<file path="config.mk">
export PLATFORM = sky130hd
export DESIGN_NAME = ay_bus_seq
export DESIGN_NICKNAME = d
export VERILOG_FILES = /design/src/rtl/ay_bus_seq.sv
export SDC_FILE = /design/constraint.sdc
export NUM_CORES = 1
export LEC_CHECK = 0
export BUFFER_PORTS_ARGS = -buffer_cell sky130_fd_sc_hd__buf_4
export CAP_MARGIN = 20
export CORE_MARGIN = 2
export CORE_UTILIZATION = 50
export DETAILED_ROUTE_END_ITERATION = 12
export GPL_ROUTABILITY_DRIVEN = 0
export PLACE_DENSITY = 0.75
export SLEW_MARGIN = 0
export SYNTH_ARGS = -nofsm -noshare
export SYNTH_HDL_FRONTEND = slang
export SYNTH_SLANG_ARGS = --single-unit
export TNS_END_PERCENT = 5
</file>
<file path="constraint.sdc">
create_clock -name clk -period 2.5 [get_ports clk]
set_input_delay 0 -clock clk [delete_from_list [all_inputs] [get_ports clk]]
set_output_delay 0 -clock clk [all_outputs]
set_load 0.01 [all_outputs]
</file>
<file path="src/rtl/ay_bus_seq.sv">
// ay_bus_seq: multi-chip AY-3-8910/YM2149 bus sequencer.
// Turns one host request (chip, register, data, op) into a timed
// BDIR/BC1/BC2 command sequence (latch address, then write or read), with a
// per-chip latched-register cache that skips redundant address phases.
//
// Ports:
//   clk, rst_n           clock, async active-low reset
//   req, op, chip,       host request; accepted when req=1 and busy=0
//   reg_num, wdata       (op: 00 write, 01 read, 10/11 latch-only)
//   cache_clr            synchronous invalidate of all cache entries
//   bdir, bc1, bc2       per-chip AY bus control (bc2 tied high)
//   da_out, da_oe, da_in shared DA bus drive / enable / read value
//   rd_data              captured read data
//   busy, done, err      status; err qualifies done for a bad chip index
module ay_bus_seq #(
   parameter int unsigned NCHIP     = 2,
   parameter int unsigned LATCH_CYC = 2,
   parameter int unsigned WRITE_CYC = 3,
   parameter int unsigned READ_CYC  = 3,
   parameter int unsigned GAP_CYC   = 1,
   parameter int unsigned CACHE_EN  = 1
) (
   input  logic             clk,
   input  logic             rst_n,
   input  logic             req,
   input  logic [1:0]       op,
   input  logic [1:0]       chip,
   input  logic [3:0]       reg_num,
   input  logic [7:0]       wdata,
   input  logic             cache_clr,
   output logic [NCHIP-1:0] bdir,
   output logic [NCHIP-1:0] bc1,
   output logic             bc2,
   output logic [7:0]       da_out,
   output logic             da_oe,
   input  logic [7:0]       da_in,
   output logic [7:0]       rd_data,
   output logic             busy,
   output logic             done,
   output logic             err
);

   localparam int unsigned CW = 4;

   localparam logic [2:0] S_IDLE  = 3'd0;
   localparam logic [2:0] S_LATCH = 3'd1;
   localparam logic [2:0] S_GAP_A = 3'd2;
   localparam logic [2:0] S_WRITE = 3'd3;
   localparam logic [2:0] S_READ  = 3'd4;
   localparam logic [2:0] S_GAP_B = 3'd5;
   localparam logic [2:0] S_DONE  = 3'd6;

   localparam logic [1:0] OP_WR = 2'b00;
   localparam logic [1:0] OP_RD = 2'b01;

   localparam logic [CW-1:0] LATCH_LD = CW'(LATCH_CYC - 1);
   localparam logic [CW-1:0] WRITE_LD = CW'(WRITE_CYC - 1);
   localparam logic [CW-1:0] READ_LD  = CW'(READ_CYC - 1);
   localparam logic [CW-1:0] GAP_LD   = CW'(GAP_CYC - 1);

   logic [2:0]       state, state_n;
   logic [CW-1:0]    cnt, cnt_n;
   logic [1:0]       op_q, chip_q;
   logic [3:0]       reg_q;
   logic [7:0]       wdata_q;
   logic [1:0]       op_n, chip_n;
   logic [3:0]       reg_n;
   logic [7:0]       wdata_n;
   logic [3:0]       cache_vld;
   logic [3:0][3:0]  cache_tag;
   logic             accept, bad_chip, hit, last;
   logic [3:0]       sel_oh;
   logic [NCHIP-1:0] bdir_n, bc1_n;
   logic [7:0]       da_out_n;
   logic             da_oe_n, busy_n, done_n, err_n;

   assign bc2      = 1'b1;
   assign accept   = req && (state == S_IDLE);
   assign bad_chip = 32'(chip) >= NCHIP;
   assign last     = (cnt == '0);
   // A clear coinciding with the accept makes the entry look invalid.
   assign hit      = (CACHE_EN != 0) && !cache_clr && cache_vld[chip] &&
                     (cache_tag[chip] == reg_num) && ((op == OP_WR) || (op == OP_RD));

   // Next-state and phase counter.
   always_comb begin
      state_n = state;
      cnt_n   = cnt;
      case (state)
         S_IDLE: begin
            if (accept) begin
               if (bad_chip) begin
                  state_n = S_DONE;
               end else if (hit) begin
                  state_n = (op == OP_WR) ? S_WRITE : S_READ;
                  cnt_n   = (op == OP_WR) ? WRITE_LD : READ_LD;
               end else begin
                  state_n = S_LATCH;
                  cnt_n   = LATCH_LD;
               end
            end
         end
         S_LATCH: begin
            if (last) begin
               state_n = S_GAP_A;
               cnt_n   = GAP_LD;
            end else begin
               cnt_n = cnt - CW'(1);
            end
         end
         S_GAP_A: begin
            if (last) begin
               if (op_q == OP_WR) begin
                  state_n = S_WRITE;
                  cnt_n   = WRITE_LD;
               end else if (op_q == OP_RD) begin
                  state_n = S_READ;
                  cnt_n   = READ_LD;
               end else begin
                  state_n = S_DONE;
               end
            end else begin
               cnt_n = cnt - CW'(1);
            end
         end
         S_WRITE: begin
            if (last) begin
               state_n = S_GAP_B;
               cnt_n   = GAP_LD;
            end else begin
               cnt_n = cnt - CW'(1);
            end
         end
         S_GAP_B: begin
            if (last) state_n = S_DONE;
            else      cnt_n   = cnt - CW'(1);
         end
         S_READ: begin
            if (last) state_n = S_DONE;
            else      cnt_n   = cnt - CW'(1);
         end
         S_DONE:  state_n = S_IDLE;
         default: state_n = S_IDLE;
      endcase
   end

   // Next output values, decoded from the state being entered.
   always_comb begin
      op_n     = accept ? op      : op_q;
      chip_n   = accept ? chip    : chip_q;
      reg_n    = accept ? reg_num : reg_q;
      wdata_n  = accept ? wdata   : wdata_q;
      sel_oh   = 4'b0001 << chip_n;
      bdir_n   = '0;
      bc1_n    = '0;
      da_out_n = da_out;
      da_oe_n  = da_oe;
      busy_n   = (state_n != S_IDLE);
      done_n   = (state_n == S_DONE);
      err_n    = 1'b0;
      case (state_n)
         S_LATCH: begin
            bdir_n   = sel_oh[NCHIP-1:0];
            bc1_n    = sel_oh[NCHIP-1:0];
            da_out_n = {4'h0, reg_n};
            da_oe_n  = 1'b1;
         end
         S_WRITE: begin
            bdir_n   = sel_oh[NCHIP-1:0];
            da_out_n = wdata_n;
            da_oe_n  = 1'b1;
         end
         S_READ: begin
            bc1_n   = sel_oh[NCHIP-1:0];
            da_oe_n = 1'b0;
         end
         S_DONE: begin
            da_oe_n = 1'b0;
            err_n   = err | (accept & bad_chip);
         end
         S_IDLE:  da_oe_n = 1'b0;
         default: ; // gap phases hold the DA bus
      endcase
   end

   // State, request capture and registered outputs.
   always_ff @(posedge clk or negedge rst_n) begin
      if (!rst_n) begin
         state   <= S_IDLE;
         cnt     <= '0;
         op_q    <= '0;
         chip_q  <= '0;
         reg_q   <= '0;
         wdata_q <= '0;
         bdir    <= '0;
         bc1     <= '0;
         da_out  <= '0;
         da_oe   <= 1'b0;
         busy    <= 1'b0;
         done    <= 1'b0;
         err     <= 1'b0;
         rd_data <= '0;
      end else begin
         state   <= state_n;
         cnt     <= cnt_n;
         op_q    <= op_n;
         chip_q  <= chip_n;
         reg_q   <= reg_n;
         wdata_q <= wdata_n;
         bdir    <= bdir_n;
         bc1     <= bc1_n;
         da_out  <= da_out_n;
         da_oe   <= da_oe_n;
         busy    <= busy_n;
         done    <= done_n;
         err     <= err_n;
         if ((state == S_READ) && last) rd_data <= da_in;
      end
   end

   // Latched-register cache; the LATCH-exit write overrides a same-cycle clear.
   always_ff @(posedge clk or negedge rst_n) begin
      if (!rst_n) begin
         cache_vld <= '0;
         cache_tag <= '0;
      end else begin
         if (cache_clr) cache_vld <= '0;
         if ((state == S_LATCH) && last) begin
            cache_vld[chip_q] <= 1'b1;
            cache_tag[chip_q] <= reg_q;
         end
      end
   end

endmodule
</file>
==> key figures <==
Cells and area
  • Layout cell share with drive strength beyond 1: around 33%
  • Fill cells: around 490
  • Final non-filler cell total: roughly 460
  • # diodes: 0
  • Final core occ: about 66%
  • Area delta synth->final: 28.6%
  • Design area: 0.00412 sq mm
  • Most frequent cells in the layout: 67 x dfrtp_1, 67 x buf_4, 36 x nand2_1
  • Nets: approximately 400

Detailed routing
  • Wire length per cell: approximately 16 um
  • Antenna Nets Post-Route: 0
  • DRC Markers: 0
  • Vias per Instance: ~5.5
  • Initial DRC Count: 179
  • Final wirelength: between 7000 and 8000 um
  • DR pass1 iterations: 4
  • Vias: 2,497

Power
  • LEAKAGE: between 2 and 2.5 nW
  • Gate power share: a little under half
  • P_sw: ~1.8 mW
  • Clock share of power: between 10% and 20%
  • Int Power: 3.06 mW
  • Sequential power share: 36.9%
  • Switching share of power: between 30 and 40%
  • Maximum vdd drop: ~0.85 mV
  • PD cells: around 1200 mW/mm^2

Placed design
  • Port bufs: slightly above 50
  • Dpl hpwl: roughly 4800 um
  • Placed Instances: ~420
  • Post-DP Area: 0.00372 sq mm

Logic synthesis
  • Syn Std Cell Area: 0.00321 sq mm
  • Seq/Total Area, Yosys: around 52%
  • Synth warn: 0
  • Library cells used by synthesis: between 50 and 60
  • Post-synth EDFFs: 0
  • Area leader, netlist: dfrtp_1
  • Synth top area share: between 50% and 60%
  • Synth async-reset ratio: 100%
  • Cell count after synthesis: roughly 290
  • Synth top area cells: dfrtp_1 52%, mux2_2 9.5%, nand2_1 4.2%, o21ai_0 2.7%, inv_1 2.6%
  • #FFs+latches synth: 67
  • Top FF cell, synth: dfrtp_1
  • Syn Nets: between 300 and 400
  • Mean Syn Cell Area: 11.1 sq um

Global routing
  • Largest net degree at the start of global routing: 68
  • Global Route Usage Sum: 22.7%
  • First-pass GRT wire length: approximately 12,000 um
  • Vias in the first global route: ~2.5k
  • Grt ovf: 0
  • Initial antenna violation count: 0

Timing
  • Fin crit share: between 90% and 100%
  • Unrepaired setup endpoints after global routing: yes
  • Slew headroom: 43.1%
  • Final Max Slew Viols: 0
  • Final Skew: a little under 0.009 ns
  • # setup viols final: 0
  • Max Clk Rate: ~0.42 GHz
  • Min Tclk post-route: about 2.4 ns
  • Hold Fails Final Rpt: 0
  • Hold WS: between 0.02 and 0.025 ns
  • Tightest Pin Transition: between 0.8 and 0.9 ns

Critical path
  • Worst r2r path cells: 7
  • Crit start category: register
  • R2r startpoint: cache_tag[12]$_DFFE_PN0P_
  • Crit. End Element: register
  • Required time of the critical path: between 2 and 3 ns
  • CP max-delay cell: mux4_2
  • WS Path Type: reg2reg
  • CP Buf/Inv Count: 2
  • CP Cell Sequence: mux4_2 -> xnor2_1 -> and4_1 -> buf_4 -> a311oi_2 -> inv_1 -> or3_1
  • Crit-path max cell delay: around 0.48 ns
  • Worst endpoint data arrival time: 2.59 ns
  • Critical-path maximum fanout: 5
  • Delay-heaviest family, CP: simple AND/OR/NAND/NOR gates
  • FF-to-FF End: busy$_DFF_PN0_
  • R2r setup slk: roughly 0.13 ns

Min path
  • Hold path cells: 4
  • Worst hold path class: in2reg
  • HP Start: reg_num[0]
  • Hold-critical path endpoint: reg_q[0]$_DFF_PN0_

Clock network
  • CTS Root Cell: clkbuf_8
  • H-Tree Depth: 3
  • TritonCTS Buffers: 9
  • CTS tree: built
  • Reg clk slew, reported paths: 0.07 ns
  • Post-CTS Repair Setup Buffers: 0
  • CTS Buffer Depth: 2
  • Clk sinks: between 60 and 70
  • Skew-Pair Late Insertion Delay: about 0.35 ns

Job
  • MaxCap Viol Count: 0

Floorplanning
  • Die area: between 0.007 and 0.008 sq mm
  • Core ar.: between 0.006 and 0.007 sq mm
  • Die X: between 80 and 90 um
  • Row count: 29
  • Ports: 53
  • Starting Density: between 50% and 60%
  • Die height: ~84 um

Run status
  • Status: complete, no violations
## layout make-up
| type | instances | area [sq um] | area share, % |
|---|---|---|---|
| sequential | 67 | 1680 | 40.7 |
| multi-input combinational | 186 | 1380 | 33.6 |
| timing repair buffer | 87 | 703 | 17.1 |
| clock buffer | 12 | 155 | 3.76 |
| tap | 77 | 96.3 | 2.34 |
| inverter | 22 | 82.6 | 2.00 |
| clock inverter | 4 | 25.0 | 0.607 |
## power groups by stage
stage	clock network [mW]	registers, mW	logic, mW
2_1_floorplan	0	1.82	1.44
3_3_place_gp	0	1.79	2.12
3_5_place_dp	0	1.81	2.18
4_1_cts	0.843	1.79	2.21
5_1_grt	0.889	1.86	2.50
6_report	0.820	1.80	2.25
## worst reg2reg max path: stages, from the launching register on
cell and delay (ns):
dfrtp_1 0.37, mux4_2 0.48, xnor2_1 0.14, and4_1 0.24
buf_4 0.17, a311oi_2 0.36, inv_1 0.10, or3_1 0.38
## state kept, by name, summed over array words and instances (netlist names), 2 cells and up
signal,flops
chip_q,2
cache_vld,4
op_q,2
state,3
wdata_q,8
bc1,2
rd_data,8
bdir,2
reg_q,4
cnt,4
cache_tag,16
da_out,8
## through the flow
stage / TNS (ns) / power, mW / setup WS [ns]
3_5_place_dp: 0 / 3.99 / 0.0586
3_3_place_gp: 0 / 3.91 / 0.131
4_1_cts: 0 / 4.85 / 0.0597
5_1_grt: -0.0429 / 5.25 / -0.0229
2_1_floorplan: 0 / 3.26 / 0.121
6_report: 0 / 4.88 / 0.131
## worst max path at each step
| stage | slack [ns] | to | depth (start not counted) | from |
|---|---|---|---|---|
| finish | 0.13 | busy$_DFF_PN0_ | 7 | cache_tag[12]$_DFFE_PN0P_ |
| global route | -0.02 | busy$_DFF_PN0_ | 8 | cnt[0]$_DFFE_PN0P_ |
| CTS | 0.06 | da_out[0]$_DFFE_PN0P_ | 7 | cnt[1]$_DFFE_PN0P_ |
| detailed placement | 0.06 | da_out[1]$_DFFE_PN0P_ | 7 | cnt[0]$_DFFE_PN0P_ |
| global placement | 0.13 | da_out[2]$_DFFE_PN0P_ | 7 | cnt[0]$_DFFE_PN0P_ |
| floorplan | 0.12 | da_out[3]$_DFFE_PN0P_ | 8 | cnt[0]$_DFFE_PN0P_ |
## layer usage
layer,GRT usage [%],part of all wire [%]
met1,30.7,44
met2,36.1,50
met3,4.65,4.3
met4,8.65,2.0
met5,0,0
## synth_stat cells (all sizes together), types with 4 or more instances
cell,number
o21ai,18
a211oi,6
a221oi,4
nor3,5
mux2i,5
and2,8
nor2,12
dfrtp,67
nand3,4
buf,10
mux2,28
inv,22
o221ai,4
a32o,4
a21oi,7
nand2,36
## kinds of logic (layout without fill, tap and decap cells)
kind of cell	after synthesis	count (layout)	synth area share, %
AO/OA/AOI/OAI	59	59	13.8
XOR/XNOR	3	3	0.820
AND/OR/NAND/NOR	85	85	13.2
buffers and inverters	35	125	5.15
flip-flops	67	67	52.3
multiplexers	36	36	13.9
adder cells (fa/ha/maj)	2	2	0.781
other	1	1	0.117
## timing repair
action	in CTS	in global routing
endpoints found under the hold margin	89	0
gates resized for setup	0	4
hold buffers	20	0
setup endpoints to repair	0	19
Power figures use the tool's default switching activity.
